--- src/rtl/execute_vector_mc_pkg.sv ---
// Shared types and helpers for the beat-serial vector execute stage.
package vexec_pkg;

  typedef enum logic [2:0] {
    VOP_ADD   = 3'b000,
    VOP_SUB   = 3'b001,
    VOP_AND   = 3'b010,
    VOP_OR    = 3'b011,
    VOP_XOR   = 3'b100,
    VOP_SHL   = 3'b101,
    VOP_SHR   = 3'b110,
    VOP_PASSB = 3'b111
  } vop_e;

  typedef enum logic [1:0] {
    VS_IDLE = 2'b00,
    VS_RUN  = 2'b01,
    VS_DONE = 2'b10
  } vstate_e;

  typedef enum logic [1:0] {
    VFWD_VRD  = 2'b00,
    VFWD_WB   = 2'b01,
    VFWD_MEM  = 2'b10,
    VFWD_ZERO = 2'b11
  } vfwd_e;

  // Number of beats needed to sweep a V-bit vector with P lanes of E bits.
  function automatic int beats(input int v, input int e, input int p);
    return v / (e * p);
  endfunction

endpackage

--- src/rtl/execute_vector_mc_if.sv ---
// Decode/Memory-facing bundle of the vector execute stage.
interface execute_vector_mc_if #(
  parameter int V = 256,
  parameter int R = 5
);
  logic         in_valid;
  logic         in_ready;
  logic [2:0]   ALUControlE;
  logic [V-1:0] VRD1E;
  logic [V-1:0] VRD2E;
  logic [V-1:0] ResultVW;
  logic [V-1:0] ALUResultVM;
  logic [1:0]   ForwardAVE;
  logic [1:0]   ForwardBVE;
  logic [R-1:0] WA3Ei;
  logic         RegWriteVEi;
  logic         flush;
  logic         out_valid;
  logic         out_ready;
  logic [V-1:0] ALUResultVE;
  logic [V-1:0] WriteDataVE;
  logic [R-1:0] WA3Eo;
  logic         RegWriteVEo;
  logic         StallVE;

  // Pipeline side that issues ops and consumes results.
  modport master (
    output in_valid, ALUControlE, VRD1E, VRD2E, ResultVW, ALUResultVM,
           ForwardAVE, ForwardBVE, WA3Ei, RegWriteVEi, flush, out_ready,
    input  in_ready, out_valid, ALUResultVE, WriteDataVE, WA3Eo,
           RegWriteVEo, StallVE
  );

  // The execute unit itself.
  modport slave (
    input  in_valid, ALUControlE, VRD1E, VRD2E, ResultVW, ALUResultVM,
           ForwardAVE, ForwardBVE, WA3Ei, RegWriteVEi, flush, out_ready,
    output in_ready, out_valid, ALUResultVE, WriteDataVE, WA3Eo,
           RegWriteVEo, StallVE
  );
endinterface

--- src/rtl/execute_vector_mc_alu.sv ---
// One element-wide lane ALU; arithmetic wraps within the element.
module vlane_alu
  import vexec_pkg::*;
#(
  parameter int E = 8
) (
  input  logic [E-1:0] a,
  input  logic [E-1:0] b,
  input  vop_e         op,
  output logic [E-1:0] y
);

  localparam int SW = $clog2(E);

  logic [SW-1:0] shamt;
  assign shamt = b[SW-1:0];

  // Element operation select; only the low log2(E) bits of B shift.
  always_comb begin
    y = '0;
    case (op)
      VOP_ADD:   y = a + b;
      VOP_SUB:   y = a - b;
      VOP_AND:   y = a & b;
      VOP_OR:    y = a | b;
      VOP_XOR:   y = a ^ b;
      VOP_SHL:   y = a << shamt;
      VOP_SHR:   y = a >> shamt;
      VOP_PASSB: y = b;
      default:   y = '0;
    endcase
  end

endmodule

--- src/rtl/execute_vector_mc.sv ---
// Beat-serial vector execute stage: captures forwarded operands at accept,
// computes P elements per cycle, then holds the result until Memory takes it.
module execute_vector_mc
  import vexec_pkg::*;
#(
  parameter int V = 256,
  parameter int E = 8,
  parameter int P = 4,
  parameter int R = 5
) (
  input  logic                clk,
  input  logic                rst,
  execute_vector_mc_if.slave  bus
);

  localparam int BEATS = beats(V, E, P);
  localparam int CW    = (BEATS > 1) ? $clog2(BEATS) : 1;
  localparam bit PARAMS_OK = ((E == 8) || (E == 16) || (E == 32)) && ((V % (E * P)) == 0);

  generate
    if (!PARAMS_OK) begin : g_param_check
      $fatal(1, "execute_vector_mc: V must be a multiple of E*P and E one of 8/16/32");
    end
  endgenerate

  localparam logic [CW-1:0] LAST = CW'(BEATS - 1);

  vstate_e      state_q, state_d;
  logic [CW-1:0] cnt_q, cnt_d;
  logic [V-1:0] a_q, a_d;
  logic [V-1:0] b_q, b_d;
  vop_e         op_q, op_d;
  logic [R-1:0] wa3_q, wa3_d;
  logic         regwr_q, regwr_d;
  logic [V-1:0] res_q, res_d;

  logic [V-1:0] a_sel, b_sel;
  logic [E-1:0] lane_y [P];

  // Forwarding muxes for both operands, live only in the accept cycle.
  always_comb begin
    a_sel = '0;
    b_sel = '0;
    case (vfwd_e'(bus.ForwardAVE))
      VFWD_VRD:  a_sel = bus.VRD1E;
      VFWD_WB:   a_sel = bus.ResultVW;
      VFWD_MEM:  a_sel = bus.ALUResultVM;
      default:   a_sel = '0;
    endcase
    case (vfwd_e'(bus.ForwardBVE))
      VFWD_VRD:  b_sel = bus.VRD2E;
      VFWD_WB:   b_sel = bus.ResultVW;
      VFWD_MEM:  b_sel = bus.ALUResultVM;
      default:   b_sel = '0;
    endcase
  end

  for (genvar g = 0; g < P; g++) begin : g_lane
    logic [E-1:0] lane_a, lane_b;
    assign lane_a = a_q[(int'(cnt_q) * P + g) * E +: E];
    assign lane_b = b_q[(int'(cnt_q) * P + g) * E +: E];
    vlane_alu #(.E(E)) u_alu (
      .a  (lane_a),
      .b  (lane_b),
      .op (op_q),
      .y  (lane_y[g])
    );
  end

  // Next-state logic: flush wins over accept and the output handshake.
  always_comb begin
    state_d = state_q;
    cnt_d   = cnt_q;
    a_d     = a_q;
    b_d     = b_q;
    op_d    = op_q;
    wa3_d   = wa3_q;
    regwr_d = regwr_q;
    res_d   = res_q;
    if (bus.flush) begin
      state_d = VS_IDLE;
      regwr_d = 1'b0;
    end else begin
      case (state_q)
        VS_IDLE: begin
          if (bus.in_valid) begin
            a_d     = a_sel;
            b_d     = b_sel;
            op_d    = vop_e'(bus.ALUControlE);
            wa3_d   = bus.WA3Ei;
            regwr_d = bus.RegWriteVEi;
            cnt_d   = '0;
            state_d = VS_RUN;
          end
        end
        VS_RUN: begin
          for (int i = 0; i < P; i++) begin
            res_d[(int'(cnt_q) * P + i) * E +: E] = lane_y[i];
          end
          cnt_d = cnt_q + 1'b1;
          if (cnt_q == LAST) begin
            state_d = VS_DONE;
          end
        end
        VS_DONE: begin
          if (bus.out_ready) begin
            state_d = VS_IDLE;
          end
        end
        default: state_d = VS_IDLE;
      endcase
    end
  end

  // All state and captured outputs, cleared by the asynchronous reset.
  always_ff @(posedge clk or negedge rst) begin
    if (!rst) begin
      state_q <= VS_IDLE;
      cnt_q   <= '0;
      a_q     <= '0;
      b_q     <= '0;
      op_q    <= VOP_ADD;
      wa3_q   <= '0;
      regwr_q <= 1'b0;
      res_q   <= '0;
    end else begin
      state_q <= state_d;
      cnt_q   <= cnt_d;
      a_q     <= a_d;
      b_q     <= b_d;
      op_q    <= op_d;
      wa3_q   <= wa3_d;
      regwr_q <= regwr_d;
      res_q   <= res_d;
    end
  end

  assign bus.in_ready    = (state_q == VS_IDLE);
  assign bus.out_valid   = (state_q == VS_DONE);
  assign bus.ALUResultVE = res_q;
  assign bus.WriteDataVE = b_q;
  assign bus.WA3Eo       = wa3_q;
  assign bus.RegWriteVEo = regwr_q;
  assign bus.StallVE     = bus.in_valid & (state_q != VS_IDLE);

endmodule
--- src/flat_wrapper.sv ---
// flat-port wrapper written by rule: the top's interface ports become plain ports
module execute_vector_mc_flat import vexec_pkg::*;
#(
  parameter int V = 256,
  parameter int E = 8,
  parameter int P = 4,
  parameter int R = 5
)
  (clk, rst, bus_in_valid, bus_ALUControlE, bus_VRD1E, bus_VRD2E, bus_ResultVW, bus_ALUResultVM, bus_ForwardAVE, bus_ForwardBVE, bus_WA3Ei, bus_RegWriteVEi, bus_flush, bus_out_ready, bus_in_ready, bus_out_valid, bus_ALUResultVE, bus_WriteDataVE, bus_WA3Eo, bus_RegWriteVEo, bus_StallVE);
  execute_vector_mc_if #(.V(V), .R(R)) bus_i ();
  input  logic clk;
  input  logic rst;
  input wire logic [$bits(bus_i.in_valid)-1:0] bus_in_valid;
  input wire logic [$bits(bus_i.ALUControlE)-1:0] bus_ALUControlE;
  input wire logic [$bits(bus_i.VRD1E)-1:0] bus_VRD1E;
  input wire logic [$bits(bus_i.VRD2E)-1:0] bus_VRD2E;
  input wire logic [$bits(bus_i.ResultVW)-1:0] bus_ResultVW;
  input wire logic [$bits(bus_i.ALUResultVM)-1:0] bus_ALUResultVM;
  input wire logic [$bits(bus_i.ForwardAVE)-1:0] bus_ForwardAVE;
  input wire logic [$bits(bus_i.ForwardBVE)-1:0] bus_ForwardBVE;
  input wire logic [$bits(bus_i.WA3Ei)-1:0] bus_WA3Ei;
  input wire logic [$bits(bus_i.RegWriteVEi)-1:0] bus_RegWriteVEi;
  input wire logic [$bits(bus_i.flush)-1:0] bus_flush;
  input wire logic [$bits(bus_i.out_ready)-1:0] bus_out_ready;
  output wire logic [$bits(bus_i.in_ready)-1:0] bus_in_ready;
  output wire logic [$bits(bus_i.out_valid)-1:0] bus_out_valid;
  output wire logic [$bits(bus_i.ALUResultVE)-1:0] bus_ALUResultVE;
  output wire logic [$bits(bus_i.WriteDataVE)-1:0] bus_WriteDataVE;
  output wire logic [$bits(bus_i.WA3Eo)-1:0] bus_WA3Eo;
  output wire logic [$bits(bus_i.RegWriteVEo)-1:0] bus_RegWriteVEo;
  output wire logic [$bits(bus_i.StallVE)-1:0] bus_StallVE;
  assign bus_i.in_valid = bus_in_valid;
  assign bus_i.ALUControlE = bus_ALUControlE;
  assign bus_i.VRD1E = bus_VRD1E;
  assign bus_i.VRD2E = bus_VRD2E;
  assign bus_i.ResultVW = bus_ResultVW;
  assign bus_i.ALUResultVM = bus_ALUResultVM;
  assign bus_i.ForwardAVE = bus_ForwardAVE;
  assign bus_i.ForwardBVE = bus_ForwardBVE;
  assign bus_i.WA3Ei = bus_WA3Ei;
  assign bus_i.RegWriteVEi = bus_RegWriteVEi;
  assign bus_i.flush = bus_flush;
  assign bus_i.out_ready = bus_out_ready;
  assign bus_in_ready = bus_i.in_ready;
  assign bus_out_valid = bus_i.out_valid;
  assign bus_ALUResultVE = bus_i.ALUResultVE;
  assign bus_WriteDataVE = bus_i.WriteDataVE;
  assign bus_WA3Eo = bus_i.WA3Eo;
  assign bus_RegWriteVEo = bus_i.RegWriteVEo;
  assign bus_StallVE = bus_i.StallVE;
  execute_vector_mc #(.V(V), .E(E), .P(P), .R(R)) u_core (.clk(clk), .rst(rst), .bus(bus_i));
endmodule
--- config.mk ---
export PLATFORM = sky130hd
export DESIGN_NAME = execute_vector_mc_flat
export DESIGN_NICKNAME = d
export VERILOG_FILES = /design/src/rtl/execute_vector_mc_pkg.sv /design/src/rtl/execute_vector_mc_if.sv /design/src/rtl/execute_vector_mc_alu.sv /design/src/rtl/execute_vector_mc.sv /design/src/flat_wrapper.sv
export SDC_FILE = /design/constraint.sdc
export NUM_CORES = 2
export LEC_CHECK = 0
export BUFFER_PORTS_ARGS = -buffer_cell sky130_fd_sc_hd__buf_2
export CAP_MARGIN = 20
export CORE_AREA = 3 3 603 605
export CTS_CLUSTER_SIZE = 28
export DETAILED_ROUTE_END_ITERATION = 8
export DIE_AREA = 0 0 606 608
export PLACE_DENSITY = 0.37
export RECOVER_POWER = 50
export SLEW_MARGIN = 20
export SYNTH_ARGS = -nofsm -noshare
export SYNTH_HDL_FRONTEND = slang
export SYNTH_HIERARCHICAL = 1
export SYNTH_SLANG_ARGS = --single-unit
export TNS_END_PERCENT = 10
--- constraint.sdc ---
create_clock -name clk -period 7.2 [get_ports clk]
set_clock_uncertainty 0.05 [all_clocks]
set_input_delay 0.36 -clock clk [delete_from_list [all_inputs] [get_ports clk]]
set_output_delay 0.36 -clock clk [all_outputs]
set_load 0.02 [all_outputs]
---- Word-level counts from Yosys, hierarchy flattened ----
Cells that the tools add are included.
storage, ports and cells
  register bits ........................... 782
  bits in latches ......................... 0
  RAM bits ................................ 0
  bits in read-only memories .............. 0
  input bits .............................. 1,042
  output and inout port bits .............. 521
  memories ................................ 0
operators by class
  add/subtract/negate cells ............... 16
  $mul .................................... 0
  divide/modulo/power cells ............... 0
  order comparisons ....................... 0
  equal/unequal tests ..................... 18
  shift-type cells ........................ 24
  mux-type cells .......................... 20
  bitwise logic cells ..................... 14
  reduce and logical (&&, ||, !) cells .... 13
operators with widths
  cell                                                                       count
  256-bit case mux with 3 select lines                                       2
  256-bit by 32-bit variable part select with 8-bit output                   5
  256-bit bitwise mux                                                        4
  8-bit by 33-bit variable shift with 256-bit output (first input constant)  4
  8-bit by 33-bit variable part select with 256-bit output                   4
  256-bit by 9-bit variable part select with 8-bit output                    2
  8-bit case mux with 8 select lines                                         4
  256-bit by 10-bit variable part select with 8-bit output                   1
  32-bit negation with 33-bit output                                         3
  8-bit negation with 33-bit output                                          1
  8-bit adder                                                                4
  8-bit AND                                                                  4
  8-bit OR                                                                   4
  8-bit by 3-bit left shift with 8-bit output                                4
  8-bit by 3-bit >> shifter with 8-bit output                                4
  8-bit subtractor                                                           4
  8-bit XOR                                                                  4
  3-bit equality test (second input constant)                                5
  5-bit by 2-bit adder with 6-bit output (second input constant)             2
  3-bit AND reduction                                                        3
  2-bit 2-to-1 mux                                                           4
  2-bit nonzero test                                                         4
  5-bit by 1-bit adder with 6-bit output (second input constant)             1
  2-bit by 1-bit equality test with 1-bit output (second input constant)     3
  16 further kinds                                                           25

---- Depth between registers and ports, before layout ----
  depth in word-level cells ............... 8
  gate-level depth with buffers ........... 20
  mapped depth without buffers ............ 16

---- Modules after synthesis ----
Netlist, hierarchy kept.
modules (own cells, without submodules)
  module             times used  cells each  area each (µm²)
  execute_vector_mc  1           4,106       43,032.5
  vlane_alu          4           218         1,574.0

---- Least setup slack after synthesis ----
Ideal clock, no wire load.
  path type ............................... register to register
  from .................................... reg u_core.cnt_q[0]
  to ...................................... reg u_core.res_q[189], in the netlist u_core/bus.ALUResultVE[189]
  setup time .............................. 125 ps
  data arrival time ....................... 4,066 ps
  required time ........................... 7,025 ps
  setup slack ............................. 2,959 ps
  cell stages (with the launch flop) ...... 20
  buffers on the path ..................... 4
  clock period less this slack ............ 4,241 ps
  cells stage by stage .................... dfrtp_1 > buf_2 > buf_2 > buf_2 > mux4_2 > nand2_1 > nand2_1 > buf_2 > inv_1 > ha_1 > and3_1 > nor2_1 > xnor2_1 > ha_1 > a21o_1 > a31oi_1 > xnor2_1 > a221o_1 > and2_1 > mux2_2
RTL lines
  what                      line                      source
  start: declaration        execute_vector_mc.sv:29   logic [CW-1:0] cnt_q, cnt_d;
  start signal: assignment  execute_vector_mc.sv:128  cnt_q <= cnt_d;
  end signal: assignment    execute_vector_mc.sv:134  res_q <= res_d;
  end: declaration          execute_vector_mc.sv:35   logic [V-1:0] res_q, res_d;

---- Final worst setup path ----
  from .................................... reg u_core.state_q[0]
  to ...................................... reg u_core.op_q[1]
on the way
  longest elaborated chain between the ends .. 2
ends and longest elaborated chain
  what                                  line                      source
  start: declaration                    execute_vector_mc.sv:28   vstate_e state_q, state_d;
  start signal: assignment              execute_vector_mc.sv:127  state_q <= state_d;
  2-bit logical NOT                     execute_vector_mc.sv:84   case (state_q)
  3-bit AND reduction (no source line)  -
  end signal: assignment                execute_vector_mc.sv:131  op_q <= op_d;
  end: declaration                      execute_vector_mc.sv:32   vop_e op_q, op_d;
No other way between the ends.
A chain may end at the register's enable or synchronous reset.

==> metrics.cfg <==
[clock_network]
post_cts_buffers = 0
clk_pin_slew_ns = 0.06
cts_hold_buf = 1002
cts-resized-gates = 0
cts_buffers = 113
root_buffer = clkbuf_16
worst_skew_pair.late_latency_ns = 0.84
cts-htree-levels = 3
clock_path_buffers = 4
clock-sinks = 782
cts_tree = yes

[global_route]
antenna_found_initial = 217
grt_max_degree = 207
grt_pass1_wl_microns = 502000
met2_usage = 0.340
met3_usage = 0.0361
busiest_layer = met2
grt.overflow.total = 0
track_usage = 0.199
grtUsageMet1 = 0.243
first_global_vias = 53900

[power_and_ir_drop]
pwr-share-seq = 0.281
intPower_uw = 12200
p_per_area_nw_per_um2 = 289
comb_power_share = 0.455
switching_share = 0.442
p_clk_frac = 0.263
switchingPower_uw = 9660
ir_drop_mv = 0.214
power.leakage_uw = 0.0328

[drt]
wl_per_cell_microns = 31.1
dr.pass1.iters = 6
drt_iter0_drc = 4228
drc = 0
antenna_left = 0
routed_via_density = 4.27
routed_wl_microns = 383000
vias = 52600

[critical_path]
reg2reg_setup_slack_ns = 1.79
cp_slowest_stage_delay_ns = 2.46
required_ns = 7.87
crit_family = buffers and inverters
reg2reg_depth = 4
worstPathCellList = nor4b_1 -> clkbuf_1 -> buf_4 -> mux2_1
worst_path_max_delay_cell = clkbuf_1
cp_max_fo = 56
cp_num_buf_inv = 2
endpoint_kind = flip-flop
cp.depth = 4
setup.worst_path.start_class = flip-flop
critPathArrivalTime_ns = 6.08
crit_type = reg -> reg

[flow_run]
max_cap_viol_count = 6

[synthesis]
synth_fp_nets = 6133
synth_cell_types = 67
yosys-top-cells-area = dfrtp_1 40%, mux2i_1 12%, a2bb2oi_1 9.2%
synthCells = 4978
yosys_warnings = 6
yosys_register_bits = 782
avgSynthCellArea_sq_um = 9.91
netlist.area_leader.share = 0.397
ys_async_sr_fraction = 1.00
syn_area_sq_um = 49300
synth-edff-count = 0
synthFlopType = dfrtp_1
synth_seq_area_share = 0.397
synth_top_area_cell = dfrtp_1

[sta]
relSlewSlack = -1.37
rsz0062_at_grt = no
fin_crit_sh = 0.751
setup_viol = 0
max_clock_freq_ghz = 0.185
setup_tns_ns = 0
slew_viol_final = 383
fin_crit_ns = 5.41
worst_pin_slew_ns = 3.55
hold_viol_final = 0

[floorplan]
core_area_sq_um = 359000
die_area_sq_um = 368000
die_h_microns = 608
io-pin-count = 1563
rows = 220
start_util = 0.138
dieWidth_microns = 606

[finish]
syn2layout_area_growth_pct = 53.6
nNetsFinal = 8489
fillers = 39900
drive_gt1_frac = 0.233
post-route-util = 0.211

[min_path]
holdCritPathClass = in -> reg
hold_path_depth = 4

[placed_design]
io_buffer_count = 1562
dp_hpwl_microns = 312000
place.gp.congestion = 0.967

[outcome]
status = finished, violations left
violations = capacitance limit, slew limit

## power groups by stage
stage | Combinational [uW] | Sequential [uW] | Clock, uW
4_1_cts | 10200 | 6150 | 5980
3_3_place_gp | 9610 | 6220 | 0
3_5_place_dp | 9610 | 6230 | 0
6_report | 9950 | 6150 | 5760
5_1_grt | 10700 | 6230 | 6130
2_1_floorplan | 4740 | 6320 | 0
## area by class of cell
| type | instances | area (sq um) | share of cell area |
|---|---|---|---|
| multi-input combinational | 3663 | 27500 | 0.362 |
| sequential | 782 | 19600 | 0.259 |
| timing repair buffer | 2676 | 18300 | 0.242 |
| tap | 4773 | 5970 | 0.0788 |
| clock buffer | 164 | 3300 | 0.0435 |
| clock inverter | 39 | 465 | 0.00614 |
| inverter | 98 | 370 | 0.00489 |
| antenna | 126 | 315 | 0.00416 |
## cells by family after synthesis
logic type                 after synthesis  synth area share
buffers and inverters                  533            0.0490
DFF                                    782             0.397
muxes                                  886             0.219
AOI/OAI and AO/OA                     1394             0.191
and+or+nand+nor                       1218             0.106
xor gates and xnor gates                52           0.00923
adders and majority gates              113            0.0293
## state kept, by name (all words and copies together), names as in the netlist
name / cells
u_core/a_q: 256
u_core/bus.ALUResultVE: 256
u_core/bus.RegWriteVEo: 1
u_core/bus.WA3Eo: 5
u_core/bus.WriteDataVE: 256
u_core/cnt_q: 3
u_core/op_q: 3
u_core/state_q: 2
## through the flow
step,setup slack [ns],hold slack (ns),cell area [sq um],total power (uW),instances
after floorplan,2.96,0.0144,49300,11100,4978
after global placement,1.68,0.409,62300,15800,11000
after detailed placement,1.67,0.417,62300,15800,11000
after CTS,1.68,0.00348,76100,22400,12200
after global routing,1.01,0.0303,75700,23100,12300
final,1.79,0.0581,75800,21900,12300
## metal layers
metal	up-vias	part of all wire
li1	23000	-
met1	26900	0.40
met2	2045	0.49
met3	602	0.060
met4	62	0.049
met5	-	0.0010
## Yosys cell counts, types with 5 or more instances
cell type,count
a21oi_1,573
nand2b_1,20
xnor2_1,40
nand2_1,424
or2_2,8
nor3_1,6
a22o_1,17
o21ai_1,16
a31oi_1,16
buf_1,12
buf_6,12
and3_1,11
buf_2,219
nor2b_1,27
a221o_1,8
nand3_1,22
mux4_2,136
and2_1,60
a22oi_1,5
o22ai_1,12
xor2_1,12
nor2_1,584
a2bb2oi_1,520
inv_1,90
dfrtp_1,782
ha_1,109
nor3b_4,5
mux2i_1,573
mux2_2,164
mux2_1,9
and3b_1,10
buf_4,14
a221oi_1,8
a21o_1,13
o211ai_1,12
a211oi_1,16
clkbuf_1,178
and2b_1,5
o21ai_0,133
nand4_1,9
## worst min-delay path: stages
cell and delay (ns):
buf_2 0.09, mux2i_1 0.06, a2bb2oi_1 0.19, a21oi_1 0.15
## cell usage in the layout (no fill, tap or decap), types with 28 or more instances in the layout
cell,count
xnor2_1,40
dfrtp_1,776
o21ai_0,133
a2bb2oi_1,517
nand2_1,424
clkbuf_1,511
mux2i_1,573
inv_1,89
mux4_2,136
a21oi_1,573
diode_2,126
and2_1,60
nor2_1,584
mux2_2,164
buf_2,1077
dlygate4sd3_1,1002
clkbuf_8,28
buf_4,86
ha_1,109
clkbuf_16,113
## worst paths after layout
check / from / endpoint
max: u_core/state_q[0]$_DFFE_PN0P_ / u_core/op_q[1]$_DFFE_PN0P_
min: bus_VRD2E[198] / u_core/bus.WriteDataVE[198]$_DFFE_PN0P_
max reg2reg: u_core/state_q[0]$_DFFE_PN0P_ / u_core/op_q[1]$_DFFE_PN0P_
min reg2reg: u_core/bus.ALUResultVE[243]$_DFFE_PN0P_ / u_core/bus.ALUResultVE[243]$_DFFE_PN0P_
max in group asynchronous: rst / u_core/bus.ALUResultVE[18]$_DFFE_PN0P_
min in group asynchronous: rst / u_core/bus.ALUResultVE[243]$_DFFE_PN0P_
(Power assumes the default switching activity.)
